[config.mk]
export PLATFORM = sky130hd
export DESIGN_NAME = alu_pipeline_hs_flat
export DESIGN_NICKNAME = d
export VERILOG_FILES = /design/src/rtl/alu_pipeline_hs_if.sv /design/src/rtl/alu_pipeline_hs.sv /design/src/flat_wrapper.sv
export SDC_FILE = /design/constraint.sdc
export NUM_CORES = 1
export LEC_CHECK = 0
export CAP_MARGIN = 25
export CORE_UTILIZATION = 65
export DETAILED_ROUTE_END_ITERATION = 16
export DONT_BUFFER_PORTS = 1
export PLACE_DENSITY = 0.77
export REMOVE_ABC_BUFFERS = 1
export SLEW_MARGIN = 5
export SYNTH_ARGS = -nofsm -noshare
export SYNTH_HDL_FRONTEND = slang
export SYNTH_SLANG_ARGS = --single-unit
[constraint.sdc]
create_clock -name clk -period 4.3 [get_ports clk]
set_input_delay 0.86 -clock clk [delete_from_list [all_inputs] [get_ports clk]]
set_output_delay 0.86 -clock clk [all_outputs]
set_load 0.02 [all_outputs]
[src/rtl/alu_pipeline_hs_if.sv]
// Handshake bundle for alu_pipeline_hs: an input transaction channel
// (operands plus two opcodes), a result channel and status outputs.
interface alu_pipeline_hs_if #(
  parameter int DWIDTH = 8
);
  logic              in_valid_i;
  logic              in_ready_o;
  logic [DWIDTH-1:0] op1_i;
  logic [DWIDTH-1:0] op2_i;
  logic [2:0]        sel_a_i;
  logic [2:0]        sel_b_i;
  logic              out_valid_o;
  logic              out_ready_i;
  logic [DWIDTH-1:0] res_o;
  logic              zero_o;
  logic              neg_o;
  logic [1:0]        occupancy_o;

  // Producer/consumer side (testbench or surrounding logic)
  modport master (
    output in_valid_i, op1_i, op2_i, sel_a_i, sel_b_i, out_ready_i,
    input  in_ready_o, out_valid_o, res_o, zero_o, neg_o, occupancy_o
  );

  // Pipeline side
  modport slave (
    input  in_valid_i, op1_i, op2_i, sel_a_i, sel_b_i, out_ready_i,
    output in_ready_o, out_valid_o, res_o, zero_o, neg_o, occupancy_o
  );
endinterface

[src/rtl/alu_pipeline_hs.sv]
// Elastic three-stage ALU pipeline. Stage A computes r1 = op1 OPA op2,
// stage B computes r2 = r1 OPB op1 with op1 carried alongside r1.
// Every stage has a valid bit; a stage accepts new contents whenever the
// stage downstream of it can move, so bubbles are squeezed out under stall.
module alu_pipeline_hs #(
  parameter int DWIDTH = 8
) (
  input  logic              clk,
  input  logic              rst,
  input  logic              flush_i,
  alu_pipeline_hs_if.slave  bus
);

  localparam int SHW = $clog2(DWIDTH);

  // Shared ALU used by both compute stages; arithmetic wraps modulo 2^DWIDTH.
  function automatic logic [DWIDTH-1:0] alu_f(
    input logic [2:0]        sel,
    input logic [DWIDTH-1:0] a,
    input logic [DWIDTH-1:0] b
  );
    logic [DWIDTH-1:0] y;
    y = {DWIDTH{1'b0}};
    case (sel)
      3'b000:  y = a + b;
      3'b001:  y = a - b;
      3'b010:  y = a & b;
      3'b011:  y = a | b;
      3'b100:  y = a ^ b;
      3'b101:  y = a << b[SHW-1:0];
      3'b110:  y = a >> b[SHW-1:0];
      3'b111:  y = a;
      default: y = a;
    endcase
    return y;
  endfunction

  // Stage valid bits
  logic r_v0, r_v1, r_v2;

  // S0: captured input transaction
  logic [DWIDTH-1:0] r_op1_s0, r_op2_s0;
  logic [2:0]        r_sel_a_s0, r_sel_b_s0;

  // S1: stage-A result with op1 forwarded for stage B
  logic [DWIDTH-1:0] r_r1_s1, r_op1_s1;
  logic [2:0]        r_sel_b_s1;

  // S2: final result and flags
  logic [DWIDTH-1:0] r_res_s2;
  logic              r_zero_s2, r_neg_s2;

  logic              w_rdy0, w_rdy1, w_rdy2;
  logic [DWIDTH-1:0] w_r1, w_r2;

  // Ready chain and stage ALUs; input acceptance is blocked during reset or flush
  always_comb begin
    w_rdy2         = !r_v2 || bus.out_ready_i;
    w_rdy1         = !r_v1 || w_rdy2;
    w_rdy0         = !r_v0 || w_rdy1;
    w_r1           = alu_f(r_sel_a_s0, r_op1_s0, r_op2_s0);
    w_r2           = alu_f(r_sel_b_s1, r_r1_s1, r_op1_s1);
    bus.in_ready_o = w_rdy0 && rst && !flush_i;
  end

  assign bus.out_valid_o = r_v2;
  assign bus.res_o       = r_res_s2;
  assign bus.zero_o      = r_zero_s2;
  assign bus.neg_o       = r_neg_s2;
  assign bus.occupancy_o = {1'b0, r_v0} + {1'b0, r_v1} + {1'b0, r_v2};

  // Pipeline state: valid bits always follow upstream on a move, data only when upstream is valid
  always_ff @(posedge clk or negedge rst) begin
    if (!rst) begin
      r_v0       <= 1'b0;
      r_v1       <= 1'b0;
      r_v2       <= 1'b0;
      r_op1_s0   <= {DWIDTH{1'b0}};
      r_op2_s0   <= {DWIDTH{1'b0}};
      r_sel_a_s0 <= 3'b000;
      r_sel_b_s0 <= 3'b000;
      r_r1_s1    <= {DWIDTH{1'b0}};
      r_op1_s1   <= {DWIDTH{1'b0}};
      r_sel_b_s1 <= 3'b000;
      r_res_s2   <= {DWIDTH{1'b0}};
      r_zero_s2  <= 1'b0;
      r_neg_s2   <= 1'b0;
    end else if (flush_i) begin
      // Drop in-flight work; data registers keep their stale contents
      r_v0 <= 1'b0;
      r_v1 <= 1'b0;
      r_v2 <= 1'b0;
    end else begin
      if (w_rdy2) begin
        r_v2 <= r_v1;
        if (r_v1) begin
          r_res_s2  <= w_r2;
          r_zero_s2 <= (w_r2 == {DWIDTH{1'b0}});
          r_neg_s2  <= w_r2[DWIDTH-1];
        end
      end
      if (w_rdy1) begin
        r_v1 <= r_v0;
        if (r_v0) begin
          r_r1_s1    <= w_r1;
          r_op1_s1   <= r_op1_s0;
          r_sel_b_s1 <= r_sel_b_s0;
        end
      end
      if (w_rdy0) begin
        r_v0 <= bus.in_valid_i;
        if (bus.in_valid_i) begin
          r_op1_s0   <= bus.op1_i;
          r_op2_s0   <= bus.op2_i;
          r_sel_a_s0 <= bus.sel_a_i;
          r_sel_b_s0 <= bus.sel_b_i;
        end
      end
    end
  end

endmodule

[src/flat_wrapper.sv]
// flat-port wrapper written by rule: the top's interface ports become plain ports
module alu_pipeline_hs_flat 
#(
  parameter int DWIDTH = 8
)
  (clk, rst, flush_i, bus_in_valid_i, bus_op1_i, bus_op2_i, bus_sel_a_i, bus_sel_b_i, bus_out_ready_i, bus_in_ready_o, bus_out_valid_o, bus_res_o, bus_zero_o, bus_neg_o, bus_occupancy_o);
  alu_pipeline_hs_if #(.DWIDTH(DWIDTH)) bus_i ();
  input  logic clk;
  input  logic rst;
  input  logic flush_i;
  input wire logic [$bits(bus_i.in_valid_i)-1:0] bus_in_valid_i;
  input wire logic [$bits(bus_i.op1_i)-1:0] bus_op1_i;
  input wire logic [$bits(bus_i.op2_i)-1:0] bus_op2_i;
  input wire logic [$bits(bus_i.sel_a_i)-1:0] bus_sel_a_i;
  input wire logic [$bits(bus_i.sel_b_i)-1:0] bus_sel_b_i;
  input wire logic [$bits(bus_i.out_ready_i)-1:0] bus_out_ready_i;
  output wire logic [$bits(bus_i.in_ready_o)-1:0] bus_in_ready_o;
  output wire logic [$bits(bus_i.out_valid_o)-1:0] bus_out_valid_o;
  output wire logic [$bits(bus_i.res_o)-1:0] bus_res_o;
  output wire logic [$bits(bus_i.zero_o)-1:0] bus_zero_o;
  output wire logic [$bits(bus_i.neg_o)-1:0] bus_neg_o;
  output wire logic [$bits(bus_i.occupancy_o)-1:0] bus_occupancy_o;
  assign bus_i.in_valid_i = bus_in_valid_i;
  assign bus_i.op1_i = bus_op1_i;
  assign bus_i.op2_i = bus_op2_i;
  assign bus_i.sel_a_i = bus_sel_a_i;
  assign bus_i.sel_b_i = bus_sel_b_i;
  assign bus_i.out_ready_i = bus_out_ready_i;
  assign bus_in_ready_o = bus_i.in_ready_o;
  assign bus_out_valid_o = bus_i.out_valid_o;
  assign bus_res_o = bus_i.res_o;
  assign bus_zero_o = bus_i.zero_o;
  assign bus_neg_o = bus_i.neg_o;
  assign bus_occupancy_o = bus_i.occupancy_o;
  alu_pipeline_hs #(.DWIDTH(DWIDTH)) u_core (.clk(clk), .rst(rst), .flush_i(flush_i), .bus(bus_i));
endmodule
==> metrics.log <==
[metrics] Post-CTS Setup Inserts: 0
[metrics] GRT Util Overall: 32.91%
[metrics] number of nets still failing antenna checks after routing: 0
[metrics] total routed wirelength: ~13 mm
[metrics] number of gates on the worst path with buffers counted: 12
[metrics] syn avg cell area: just under 9 um2
[metrics] fraction of the yosys area taken by sequential cells: 25.92%
[metrics] count of flip-flops with a built-in enable after synthesis: 0
[metrics] layout net count: between 600 and 700
[metrics] fraction of the cycle the final worst path needs: 75.98%
[metrics] library cell with the highest instance count after synthesis: nand2_1
[metrics] Routability Congestion: between 0.9 and 1
[metrics] starting density of the core: 68.70%
[metrics] first-pass detailed-route iteration total: 5
[metrics] post-DR wirelength/cell: 20.01 um
[metrics] Synth cell types: 74
[metrics] count of state elements after synthesis: 53
[metrics] Max Root-Sink Buffers: 2
[metrics] root buf cell: clkbuf_8
[metrics] total grt overflow: 0
[metrics] maximum clock frequency: roughly 310 MHz
[metrics] final cell count without fillers: about 650
[metrics] # diodes: 0
[metrics] via total after detailed routing: roughly 4.5k
[metrics] number of buffers and inverters on the critical path: 1
[metrics] core region area: between 7000 and 8000 um2
[metrics] area leader, netlist: dfrtp_1
[metrics] cells taking the most area after synthesis: dfrtp_1 26%, ha_1 12%, mux2_2 5.7%, mux4_2 4.8%, nand2_1 4.1%
[metrics] slew at the pin closest to its max-slew limit: a little over 1 ns
[metrics] final routed DRC violation total: 0
[metrics] result of the run: finished, final reports clean
[metrics] post-DP HPWL: between 9 and 10 mm
[metrics] clk_skew: roughly 0.0072 ns
[metrics] count of endpoints failing setup in the final report: 0
[metrics] setup repair after global routing missed its margin: false
[metrics] area share of the largest cell type after synthesis: ~26%
[metrics] worst setup path start: u_core.r_sel_b_s1[1]
[metrics] maximum number of pins on one net before global-route repair: 55
[metrics] TritonCTS Buffers: 5
[metrics] drt initial violations: 310
[metrics] max-capacitance violation count: 0
[metrics] initial antenna violation count: 0
[metrics] number of hold buffers added after CTS: 0
[metrics] final count of hold timing violations: 0
[metrics] clock edge transition at the registers on the reported setup and hold paths: between 0.1 and 0.15 ns
[metrics] Synth warnings: 0
[metrics] ratio of total power to cell area: approximately 520 nW/um2
[metrics] min-delay worst type: in2async
[metrics] number of core rows: 31
[metrics] CP Class: reg2reg
[metrics] destination of the worst register-to-register timing path: u_core.bus.zero_o
[metrics] Final Max Tran Viols: 0
[metrics] Post-synth top cells: 56 x nand2_1, 53 x dfrtp_1, 50 x ha_1
[metrics] post-cts repair resize count: 0
[metrics] level count of the clock H-tree: 2
[metrics] utilization after layout: a little over two thirds
[metrics] longest individual stage delay on the worst path: between 0.3 and 0.4 ns
[metrics] vias per cell: approximately 7
[metrics] most used flip-flop cell after synthesis: dfrtp_1
[metrics] Die Height: a little over 90 um
[metrics] most frequent cell on the critical path: xnor2_1
[metrics] Layout Area Growth over Synthesis: 2.250%
[metrics] category of the worst setup path capture point: register
[metrics] post-synth design cell area: 5116 um2
[metrics] sink count of the clock tree: 53
[metrics] Relative slew margins: 30.25%
[metrics] buffers added on ports: 0
[metrics] crit path DAT: between 3 and 4 ns
[metrics] end point of the critical path: u_core.bus.zero_o
[metrics] largest delay contributor family on the critical path: compound AO/OA/AOI/OAI gates
[metrics] critical path startpoint category: register
[metrics] crit path max fanout: 20
[metrics] first-pass GRT wire length: 21.67 mm
[metrics] clock latency at the later pin of the worst-skew pair: a little over 0.3 ns
[metrics] DP Cell Count: roughly 650
[metrics] CTS tree: done
[metrics] cell count of the worst reg-to-reg path: 12
[metrics] crit-path cells: buf_4 -> nor2_2 -> and2_0 -> nor2_1 -> xnor2_1 -> ha_1 -> nor2b_1 -> o31a_1 -> o22ai_1 -> xnor2_1 -> a221o_1 -> o41ai_2
[metrics] horizontal extent of the die: between 90 and 100 um
[metrics] reg-to-reg setup timing slack: slightly above 1 ns
[metrics] fraction of final layout cells sized beyond drive strength 1: 11.89%
[metrics] Leak: 2.263 nW
[metrics] worst flop-to-flop path startpoint: u_core.r_sel_b_s1[1]
[metrics] ports placed on the boundary: just over 40
[metrics] worst vdd rail ir drop: 241.6 uV
[metrics] required time at the worst-slack endpoint: about 4.5 ns
[metrics] slowest CP cell: dfrtp_1
[metrics] Gate Count Post-Synth: 577
[metrics] via count of the first global-routing pass: between 4k and 5k
[metrics] die area: 8230 um2
[metrics] proportion of synthesized flip-flops having asynchronous set or reset: 100.0%
[metrics] summed negative setup slack over all endpoints: 0 ns
[metrics] fin crit period: 3.267 ns
sequential cells by signal, indices dropped and copies added, names as in the netlist, 3 cells and up:
name and flops:
u_core.r_sel_b_s1 3, u_core.r_sel_b_s0 3, u_core.r_sel_a_s0 3, u_core.r_op1_s1 8, u_core.r_op1_s0 8, u_core.r_r1_s1 8
u_core.r_op2_s0 8, u_core.bus.res_o 7
layout by cell type (no fill, tap or decap), types with 9 or more instances in the layout:
cell / synthesis / final
buf_4: 2 / 10
ha_1: 50 / 50
xnor2_1: 13 / 13
mux2i_1: 11 / 11
o21ai_0: 28 / 28
nor2b_1: 11 / 11
a21oi_1: 28 / 28
mux4_2: 11 / 11
mux2_2: 26 / 26
a221oi_1: 9 / 9
inv_1: 40 / 40
nand2_1: 56 / 56
dfrtp_1: 53 / 53
nor2_1: 45 / 45
nor3_1: 11 / 11
layer usage:
layer | vias up | global-route usage [%] | routed length, um
li1 | 2056 | - | -
met3 | 52 | 4.714 | 898
met1 | 2169 | 41.06 | 5212
met4 | 0 | 15.19 | 504
met2 | 219 | 56.12 | 6472
met5 | - | 0 | 0
worst min-delay path by stage:
stage | start | end | slack, ns
CTS | rst | u_core.bus.res_o[5] | 0.22
global placement | u_core.r_sel_b_s0[0] | u_core.r_sel_b_s1[0] | 0.45
floorplan | u_core.r_sel_b_s0[0] | u_core.r_sel_b_s1[0] | 0.43
detailed placement | u_core.r_sel_b_s0[0] | u_core.r_sel_b_s1[0] | 0.46
global route | rst | u_core.r_op1_s1[5] | 0.21
finish | rst | u_core.r_op1_s1[5] | 0.23
logic make-up after synthesis:
group	synth area share (%)
flops	25.92
buf+inv	6.481
mux	14.26
fa+ha+maj	13.40
compound gates	19.20
xor+xnor	3.424
simple gates	17.31
report_power, final:
part	total [mW]	switching [mW]	internal (mW)
clock network	0.301	0.182	0.119
logic	1.53	0.837	0.696
registers	0.875	0.263	0.612
total	2.71	1.28	1.43
worst reg2reg max path, cell delays in order, from the launching register on:
cell,delay [ns]
dfrtp_1,0.37
buf_4,0.19
nor2_2,0.29
and2_0,0.37
nor2_1,0.09
xnor2_1,0.14
ha_1,0.34
nor2b_1,0.17
o31a_1,0.26
o22ai_1,0.17
xnor2_1,0.11
a221o_1,0.35
o41ai_2,0.33
per-stage QoR:
stage / hold slack, ns / setup slack [ns] / power [mW] / cell area [um2]
after floorplan: 0.4331 / 1.229 / 1.977 / 4938
after global placement: 0.4492 / 1.213 / 2.321 / 5137
after detailed placement: 0.4557 / 1.115 / 2.375 / 5137
after CTS: 0.2153 / 1.067 / 2.689 / 5231
after global routing: 0.2150 / 0.9012 / 2.912 / 5231
final: 0.2277 / 1.033 / 2.710 / 5231
final cells by class:
cell class              instances  area [um2]
clock buffers                   5       68.82
clock inverters                 3       25.02
fillers                       623        2216
inverters                      41       153.9
multi-input cells             443        3458
flip-flops and latches         53        1326
well taps                      99       123.9
repair buffers                 10       75.07
Note: power is estimated with default switching activity, not from simulation.
